## src/rtl/noise_cdf_loader.sv

```systemverilog
// ---------------------------------------------------------------------------
// noise_cdf_loader
//   Accepts a DEPTH-entry PMF table over a valid/ready stream, accumulates it
//   into a saturating CDF and writes the CDF into the noise generator's table
//   through load_mem/location/mem_data. After the last word one extra strobe
//   is reissued (the generator commits writes with a one-cycle lag). The
//   loader then waits for done_wait_in, or flags a timeout.
//
// Ports
//   clk, rstn            clock, asynchronous active-low reset
//   start                single-cycle pulse, begins a load when not busy
//   pdf_valid/pdf_ready  PMF stream handshake
//   pdf_data             PMF word, unsigned, full scale 2^DATA_W
//   load_mem             table write strobe to the generator
//   location             table index of the current strobe
//   mem_data             CDF value for location
//   done_wait_in         generator reports its table complete
//   busy                 load in progress
//   done                 level-high after a successful load, until next start
//   overflow             sticky, cumulative sum saturated during this load
//   timeout_err          sticky, done_wait_in not seen within TIMEOUT cycles
// ---------------------------------------------------------------------------
module noise_cdf_loader #(
   parameter int unsigned DEPTH   = 128,
   parameter int unsigned DATA_W  = 64,
   parameter int unsigned ADDR_W  = 8,
   parameter int unsigned TIMEOUT = 1024
) (
   input  logic              clk,
   input  logic              rstn,
   input  logic              start,
   input  logic              pdf_valid,
   output logic              pdf_ready,
   input  logic [DATA_W-1:0] pdf_data,
   output logic              load_mem,
   output logic [ADDR_W-1:0] location,
   output logic [DATA_W-1:0] mem_data,
   input  logic              done_wait_in,
   output logic              busy,
   output logic              done,
   output logic              overflow,
   output logic              timeout_err
);

   localparam int unsigned IDX_W = (DEPTH > 1) ? $clog2(DEPTH) : 1;
   localparam int unsigned CNT_W = $clog2(TIMEOUT + 1);
   localparam logic [IDX_W-1:0] LAST_IDX = IDX_W'(DEPTH - 1);
   localparam logic [CNT_W-1:0] CNT_LAST = CNT_W'(TIMEOUT - 1);
   localparam logic [DATA_W-1:0] ALL_ONES = {DATA_W{1'b1}};

   typedef enum logic [2:0] {
      S_IDLE,
      S_ACCUM,
      S_FLUSH,
      S_WAIT_DONE,
      S_DONE,
      S_ERROR
   } state_t;

   state_t state;
   state_t state_nx;

   // datapath registers
   logic [DATA_W-1:0] acc;
   logic [IDX_W-1:0]  idx;
   logic [CNT_W-1:0]  cnt;

   // next values of all registered state and outputs
   logic [DATA_W-1:0] acc_d;
   logic [IDX_W-1:0]  idx_d;
   logic [CNT_W-1:0]  cnt_d;
   logic              pdf_ready_d;
   logic              load_mem_d;
   logic [ADDR_W-1:0] location_d;
   logic [DATA_W-1:0] mem_data_d;
   logic              busy_d;
   logic              done_d;
   logic              overflow_d;
   logic              timeout_err_d;

   // handshake and saturating accumulate
   logic              accept_c;
   logic [DATA_W:0]   sum_c;
   logic              carry_c;
   logic [DATA_W-1:0] sat_c;
   logic              last_c;
   logic              enter_accum_c;

   assign accept_c      = (state == S_ACCUM) && pdf_valid && pdf_ready;
   assign sum_c         = {1'b0, acc} + {1'b0, pdf_data};
   assign carry_c       = sum_c[DATA_W];
   assign sat_c         = carry_c ? ALL_ONES : sum_c[DATA_W-1:0];
   assign last_c        = (idx == LAST_IDX);
   assign enter_accum_c = (state != S_ACCUM) && (state_nx == S_ACCUM);

   // state register
   always_ff @(posedge clk or negedge rstn) begin
      if (!rstn) begin
         state <= S_IDLE;
      end else begin
         state <= state_nx;
      end
   end

   // next-state logic
   always_comb begin
      state_nx = state;
      unique case (state)
         S_IDLE, S_DONE, S_ERROR: begin
            if (start) begin
               state_nx = S_ACCUM;
            end
         end
         S_ACCUM: begin
            if (accept_c && last_c) begin
               state_nx = S_FLUSH;
            end
         end
         S_FLUSH: begin
            state_nx = S_WAIT_DONE;
         end
         S_WAIT_DONE: begin
            // done_wait_in wins over a coincident timeout
            if (done_wait_in) begin
               state_nx = S_DONE;
            end else if (cnt == CNT_LAST) begin
               state_nx = S_ERROR;
            end
         end
         default: begin
            state_nx = S_IDLE;
         end
      endcase
   end

   // output / datapath next-value logic
   always_comb begin
      acc_d         = acc;
      idx_d         = idx;
      cnt_d         = '0;
      load_mem_d    = 1'b0;
      location_d    = location;
      mem_data_d    = mem_data;
      done_d        = done;
      overflow_d    = overflow;
      timeout_err_d = timeout_err;
      pdf_ready_d   = (state_nx == S_ACCUM);
      busy_d        = (state_nx == S_ACCUM) || (state_nx == S_FLUSH) ||
                      (state_nx == S_WAIT_DONE);

      if (enter_accum_c) begin
         acc_d         = '0;
         idx_d         = '0;
         done_d        = 1'b0;
         overflow_d    = 1'b0;
         timeout_err_d = 1'b0;
      end

      unique case (state)
         S_ACCUM: begin
            if (accept_c) begin
               acc_d      = sat_c;
               idx_d      = idx + IDX_W'(1);
               load_mem_d = 1'b1;
               location_d = ADDR_W'(idx);
               mem_data_d = sat_c;
               if (carry_c) begin
                  overflow_d = 1'b1;
               end
            end
         end
         S_FLUSH: begin
            // extra strobe so the generator commits the last entry
            load_mem_d = 1'b1;
            location_d = ADDR_W'(LAST_IDX);
            mem_data_d = acc;
         end
         S_WAIT_DONE: begin
            cnt_d = cnt + CNT_W'(1);
            if (state_nx == S_DONE) begin
               done_d = 1'b1;
            end
            if (state_nx == S_ERROR) begin
               timeout_err_d = 1'b1;
            end
         end
         default: begin
         end
      endcase
   end

   // datapath and output registers
   always_ff @(posedge clk or negedge rstn) begin
      if (!rstn) begin
         acc         <= '0;
         idx         <= '0;
         cnt         <= '0;
         pdf_ready   <= 1'b0;
         load_mem    <= 1'b0;
         location    <= '0;
         mem_data    <= '0;
         busy        <= 1'b0;
         done        <= 1'b0;
         overflow    <= 1'b0;
         timeout_err <= 1'b0;
      end else begin
         acc         <= acc_d;
         idx         <= idx_d;
         cnt         <= cnt_d;
         pdf_ready   <= pdf_ready_d;
         load_mem    <= load_mem_d;
         location    <= location_d;
         mem_data    <= mem_data_d;
         busy        <= busy_d;
         done        <= done_d;
         overflow    <= overflow_d;
         timeout_err <= timeout_err_d;
      end
   end

endmodule

```

## config.mk

```make
export PLATFORM = sky130hd
export DESIGN_NAME = noise_cdf_loader
export DESIGN_NICKNAME = d
export VERILOG_FILES = /design/src/rtl/noise_cdf_loader.sv
export SDC_FILE = /design/constraint.sdc
export NUM_CORES = 1
export LEC_CHECK = 0
export ABC_CLOCK_PERIOD_IN_PS = 5100
export BUFFER_PORTS_ARGS = -buffer_cell sky130_fd_sc_hd__buf_2
export CAP_MARGIN = 0
export CORE_MARGIN = 4
export CORE_UTILIZATION = 30
export DETAILED_ROUTE_END_ITERATION = 8
export GPL_ROUTABILITY_DRIVEN = 0
export PLACE_DENSITY_LB_ADDON = 0.05
export SYNTH_ARGS = -nofsm -noshare
export SYNTH_HDL_FRONTEND = slang
export SYNTH_SLANG_ARGS = --single-unit
```

## constraint.sdc

```tcl
create_clock -name clk -period 5.1 [get_ports clk]
set_clock_uncertainty 0.05 [all_clocks]
set_input_delay 1.02 -clock clk [delete_from_list [all_inputs] [get_ports clk]]
set_output_delay 1.02 -clock clk [all_outputs]
set_load 0.1 [all_outputs]
```

After elaboration in Yosys (flattened, before gate mapping)
Index checks and enable logic that the tools add are counted.
- flip-flop bits (word level): 163
- input bits: 69
- word-level logic and storage cells: 68
- add/sub/neg operators: 3
- equal/unequal tests: 14
- multiplexer cells: 29
- reductions and logical operators: 10
- operators by type and width (cell ; count):
    64-bit two-way mux ; 5
    64-bit case mux with 2 select lines ; 1
    64-bit by 64-bit adder with 65-bit output ; 1
    7-bit two-way mux ; 3
    8-bit case mux with 2 select lines ; 1
    3-bit by 2-bit equality test with 1-bit output, second input constant ; 4
    3-bit equality test, second input constant ; 4
    3-bit two-way mux ; 4
    3-bit case mux with 4 select lines ; 1
    11-bit by 1-bit adder with 11-bit output, second input constant ; 1
    11-bit by 10-bit equality test with 1-bit output, second input constant ; 1
    1-bit two-way mux ; 11
    11-bit two-way mux ; 1
    8-bit two-way mux ; 1
    7-bit by 1-bit adder with 7-bit output, second input constant ; 1
    7-bit equality test, second input constant ; 1
    3-bit by 1-bit equality test with 1-bit output, second input constant ; 2
    1-bit logical AND ; 4
    3-bit logical NOT ; 1
    3-bit by 1-bit inequality test with 1-bit output, second input constant ; 1
    3-bit OR reduction ; 1
    1-bit logical OR ; 2
    2-bit inequality test, second input constant ; 1
    1-bit case mux with 2 select lines ; 1
    other kinds (2) ; 2

Logic depth before layout (Yosys ltp)
- depth in word-level cells: 12
- depth in mapped cells: 14
- gate-level depth less buffers: 13

Worst setup path before layout
No wires, ideal clock.
- path kind: input port to flip-flop
- from: input port pdf_data[0]
- to: register mem_data[61]
- setup time: 127 ps
- arrival: 3919 ps
- data required time: 4923 ps
- setup slack: 1005 ps
- stages: 13
- path through: ha_1 -> fa_1 -> a211oi_1 -> o21bai_1 -> o2111ai_1 -> a2111oi_2 -> nor2_4 -> o21ai_4 -> a221o_1 -> a21o_1 -> buf_6 -> o31a_1 -> a221o_1
- longest elaborated chain between the ends: 4
- ends and longest elaborated chain (element ; RTL line ; text):
    from (decl) ; 34 ; input logic [DATA_W-1:0] pdf_data,
    64-bit by 64-bit adder with 65-bit output ; 90 ; assign sum_c = {1'b0, acc} + {1'b0, pdf_data};
    64-bit two-way mux ; 92 ; assign sat_c = carry_c ? ALL_ONES : sum_c[DATA_W-1:0];
    64-bit two-way mux ; 161 ; if (accept_c) begin
    64-bit case mux with 2 select lines ; 159 ; unique case (state)
    to (signal assigned) ; 213 ; mem_data <= mem_data_d;
    to (decl) ; 37 ; output logic [DATA_W-1:0] mem_data,
No other way between the ends. The select of a mux whose other input is x is not followed.
A chain may end at the register's enable or synchronous reset.

Worst setup path after layout
- from: input port pdf_data[0]
- to: register mem_data[31]
The elaborated chain is that of the path after synthesis.

==> qor.csv <==
metric,value,unit
status,finished clean,
full die area,0.03817,sq mm
hold_buf cts,0,
post-DR vias/cell,5.141,
postcts setup bufs,0,
Tightest Pin Transition,0.9328,ns
setup violators final,0,
crit share post-route,84.14,%
final core occ,35.38,%
share of layout cells above drive strength 1,20.38,%
cell taking the most area after synthesis,dfrtp_1,
RSZ-0062 raised after global routing,false,
n_diodes,0,
Synth cell types,77,
initial DRC count,475,
WL final,33.33,mm
Routed Antenna Nets,0,
detailed placement HPWL,24.14,mm
Min Hold Slack,0.4113,ns
Post-synth EDFFs,0,
clock sinks,162,
sequential share of the synthesized area,38.49,%
vias in the first global route,9414,
CTS tree,built,
first-pass GRT wire length,53.96,mm
"reg-to-reg slack, setup",1.08,ns
Mapped Avg Cell Area,8.820,sq um
Critical Path AT,4.56,ns
Synth area leaders,"dfrtp_1 (38%), nand2_1 (9.1%), ha_1 (7.8%)",
critical path endpoint category,register,
DR vias,9099,
I/O pin cnt,147,
Achievable Freq,233.0,MHz
Slew headroom,37.67,%
area of the core,0.03463,sq mm
DRT Pass-1 Iters,5,
synthesized flop and latch total,162,
WL/cell,18.83,um
# port buffers,145,
starting density of the core,30.41,%
"Reg clk slew, reported paths",0.07,ns
worst hold path class,reg2reg,
nets,1439,
count of final hold-check violations,0,
Critical Path RT,5.37,ns
initial antenna violation count,1,
crit path kind,in2reg,
H-tree Lvls,4,
cts repair resizes,0,
Ys Warns,0,
Setup TNS Final,0,ns
largest net degree at the start of global routing,100,
Pins Over Slew Limit,0,
maximum clock path buffer count,2,
Num CTS Buffers,17,
"Async S/R FF share, synth",100.0,%
Fill cells,3634,
MaxCap Viol Count,0,
Layout area overhead,16.35,%
Synth top area share,38.49,%
Die Wd,195.4,um
crit path max fanout,24,
Root Driver,clkbuf_16,
# rows,68,
post-synthesis cell area,0.01053,sq mm
cell count after synthesis,1194,
ys flop type,dfrtp_1,
grt total ovfl,0,
die height,195.4,um
insertion delay to the later sink of the worst-skew pair,0.45,ns
syn_nets,1330,
crit start category,input pin,
minimum clock period,4.291,ns
Tot GR Track Use,17.58,%
drt drc,0,
placed cells by master, fill, tap and decap left out, types with 4 or more instances in the layout:
cell / synthesis / layout
a211oi_1: 6 / 6
a21boi_0: 5 / 5
a21o_1: 40 / 39
a21oi_1: 81 / 81
a21oi_2: 4 / 4
a221o_1: 10 / 10
a221oi_1: 4 / 4
a22oi_1: 57 / 57
a311oi_1: 4 / 4
a31oi_1: 7 / 7
and3_1: 11 / 11
buf_2: 15 / 144
buf_4: 1 / 10
bufinv_16: 0 / 4
clkbuf_16: 0 / 17
dfrtp_1: 162 / 162
ha_1: 66 / 66
inv_1: 22 / 22
nand2_1: 256 / 256
nand3_1: 32 / 32
nand4_1: 21 / 21
nor2_1: 59 / 57
nor3_1: 13 / 13
o211ai_1: 10 / 10
o21a_1: 5 / 5
o21ai_0: 52 / 52
o21ai_2: 49 / 49
o21bai_1: 11 / 11
o221ai_1: 4 / 4
o31ai_1: 9 / 9
or2_2: 4 / 4
xnor2_1: 33 / 33
xor2_1: 33 / 33
synthesized netlist by cell type (all sizes together) (4+ instances only):
cell type	instances
a211oi	7
dfrtp	162
nor2	60
a31oi	7
o221ai	4
a21boi	5
a221o	10
a21o	40
inv	22
or3	5
a221oi	6
xnor2	33
o21a	5
or2	5
nand3	32
nor3	13
nand2	257
and3	11
buf	22
o31ai	9
ha	66
xor2	33
o21bai	11
and2	5
o211ai	10
clkbuf	45
a22oi	57
nand4	22
a311oi	4
a21oi	85
o21ai	104
state kept, by name, indices dropped and copies added, names as in the netlist:
| signal | flops |
|---|---|
| cnt | 11 |
| busy | 1 |
| pdf_ready | 1 |
| location | 7 |
| load_mem | 1 |
| idx | 7 |
| mem_data | 64 |
| done | 1 |
| state | 3 |
| acc | 64 |
| overflow | 1 |
| timeout_err | 1 |
area by class of cell:
cell class	count	area (sq um)	share of cell area (%)
Clock buffer	20	466.7	3.809
Clock inverter	11	175.2	1.430
Inverter	22	82.58	0.6740
Multi-Input combinational cell	943	6058	49.44
Sequential cell	162	4054	33.08
Tap cell	455	569.3	4.646
Timing Repair Buffer	157	847.1	6.913
worst max-delay path, stage by stage:
cell and delay, ns:
buf_2 0.10, ha_1 0.25, fa_1 0.44, a211oi_1 0.29, o21bai_1 0.18, o2111ai_1 0.43
a2111oi_2 0.16, nor2_4 0.25, o21ai_4 0.12, a221o_1 0.38, a21o_4 0.31, buf_12 0.19
o21ai_0 0.30, nand2_1 0.10
per-stage QoR:
step / instance area, sq um / setup slack [ns] / std cells
after floorplan: 10530 / 1.005 / 1194
after global placement: 11610 / 0.5108 / 1739
after detailed placement: 11610 / 0.3791 / 1739
after CTS: 12250 / 0.8627 / 1770
after global routing: 12250 / 0.6587 / 1770
final: 12250 / 0.8089 / 1770
cell families after synthesis:
kind of cell	after synthesis	synth area share [%]
simple gates	424	17.70
compound gates	385	26.02
flops	162	38.49
buf+inv	89	4.230
fa+ha+maj	67	8.031
xor+xnor	66	5.489
other cells	1	0.03561
worst paths after layout:
kind	start	end	cells after the start
min in group asynchronous	rstn	cnt[7]	1
worst max-delay path	pdf_data[0]	mem_data[31]	14
worst max register to register	acc[0]	mem_data[31]	13
worst min-delay path	cnt[0]	cnt[0]	1
max in group asynchronous	rstn	acc[39]	2
worst min register to register	cnt[0]	cnt[0]	1
metal layers:
| layer | vias up | track usage, % | wire, um |
|---|---|---|---|
| met5 | - | 0 | 11 |
| met4 | 2 | 3.413 | 351 |
| met3 | 15 | 3.416 | 1056 |
| met2 | 144 | 28.29 | 15560 |
| met1 | 4417 | 24.80 | 16350 |
| li1 | 4521 | - | - |
Power is not shown: default switching activity piles up to over one toggle a cycle in this logic, so the estimate is an artifact.
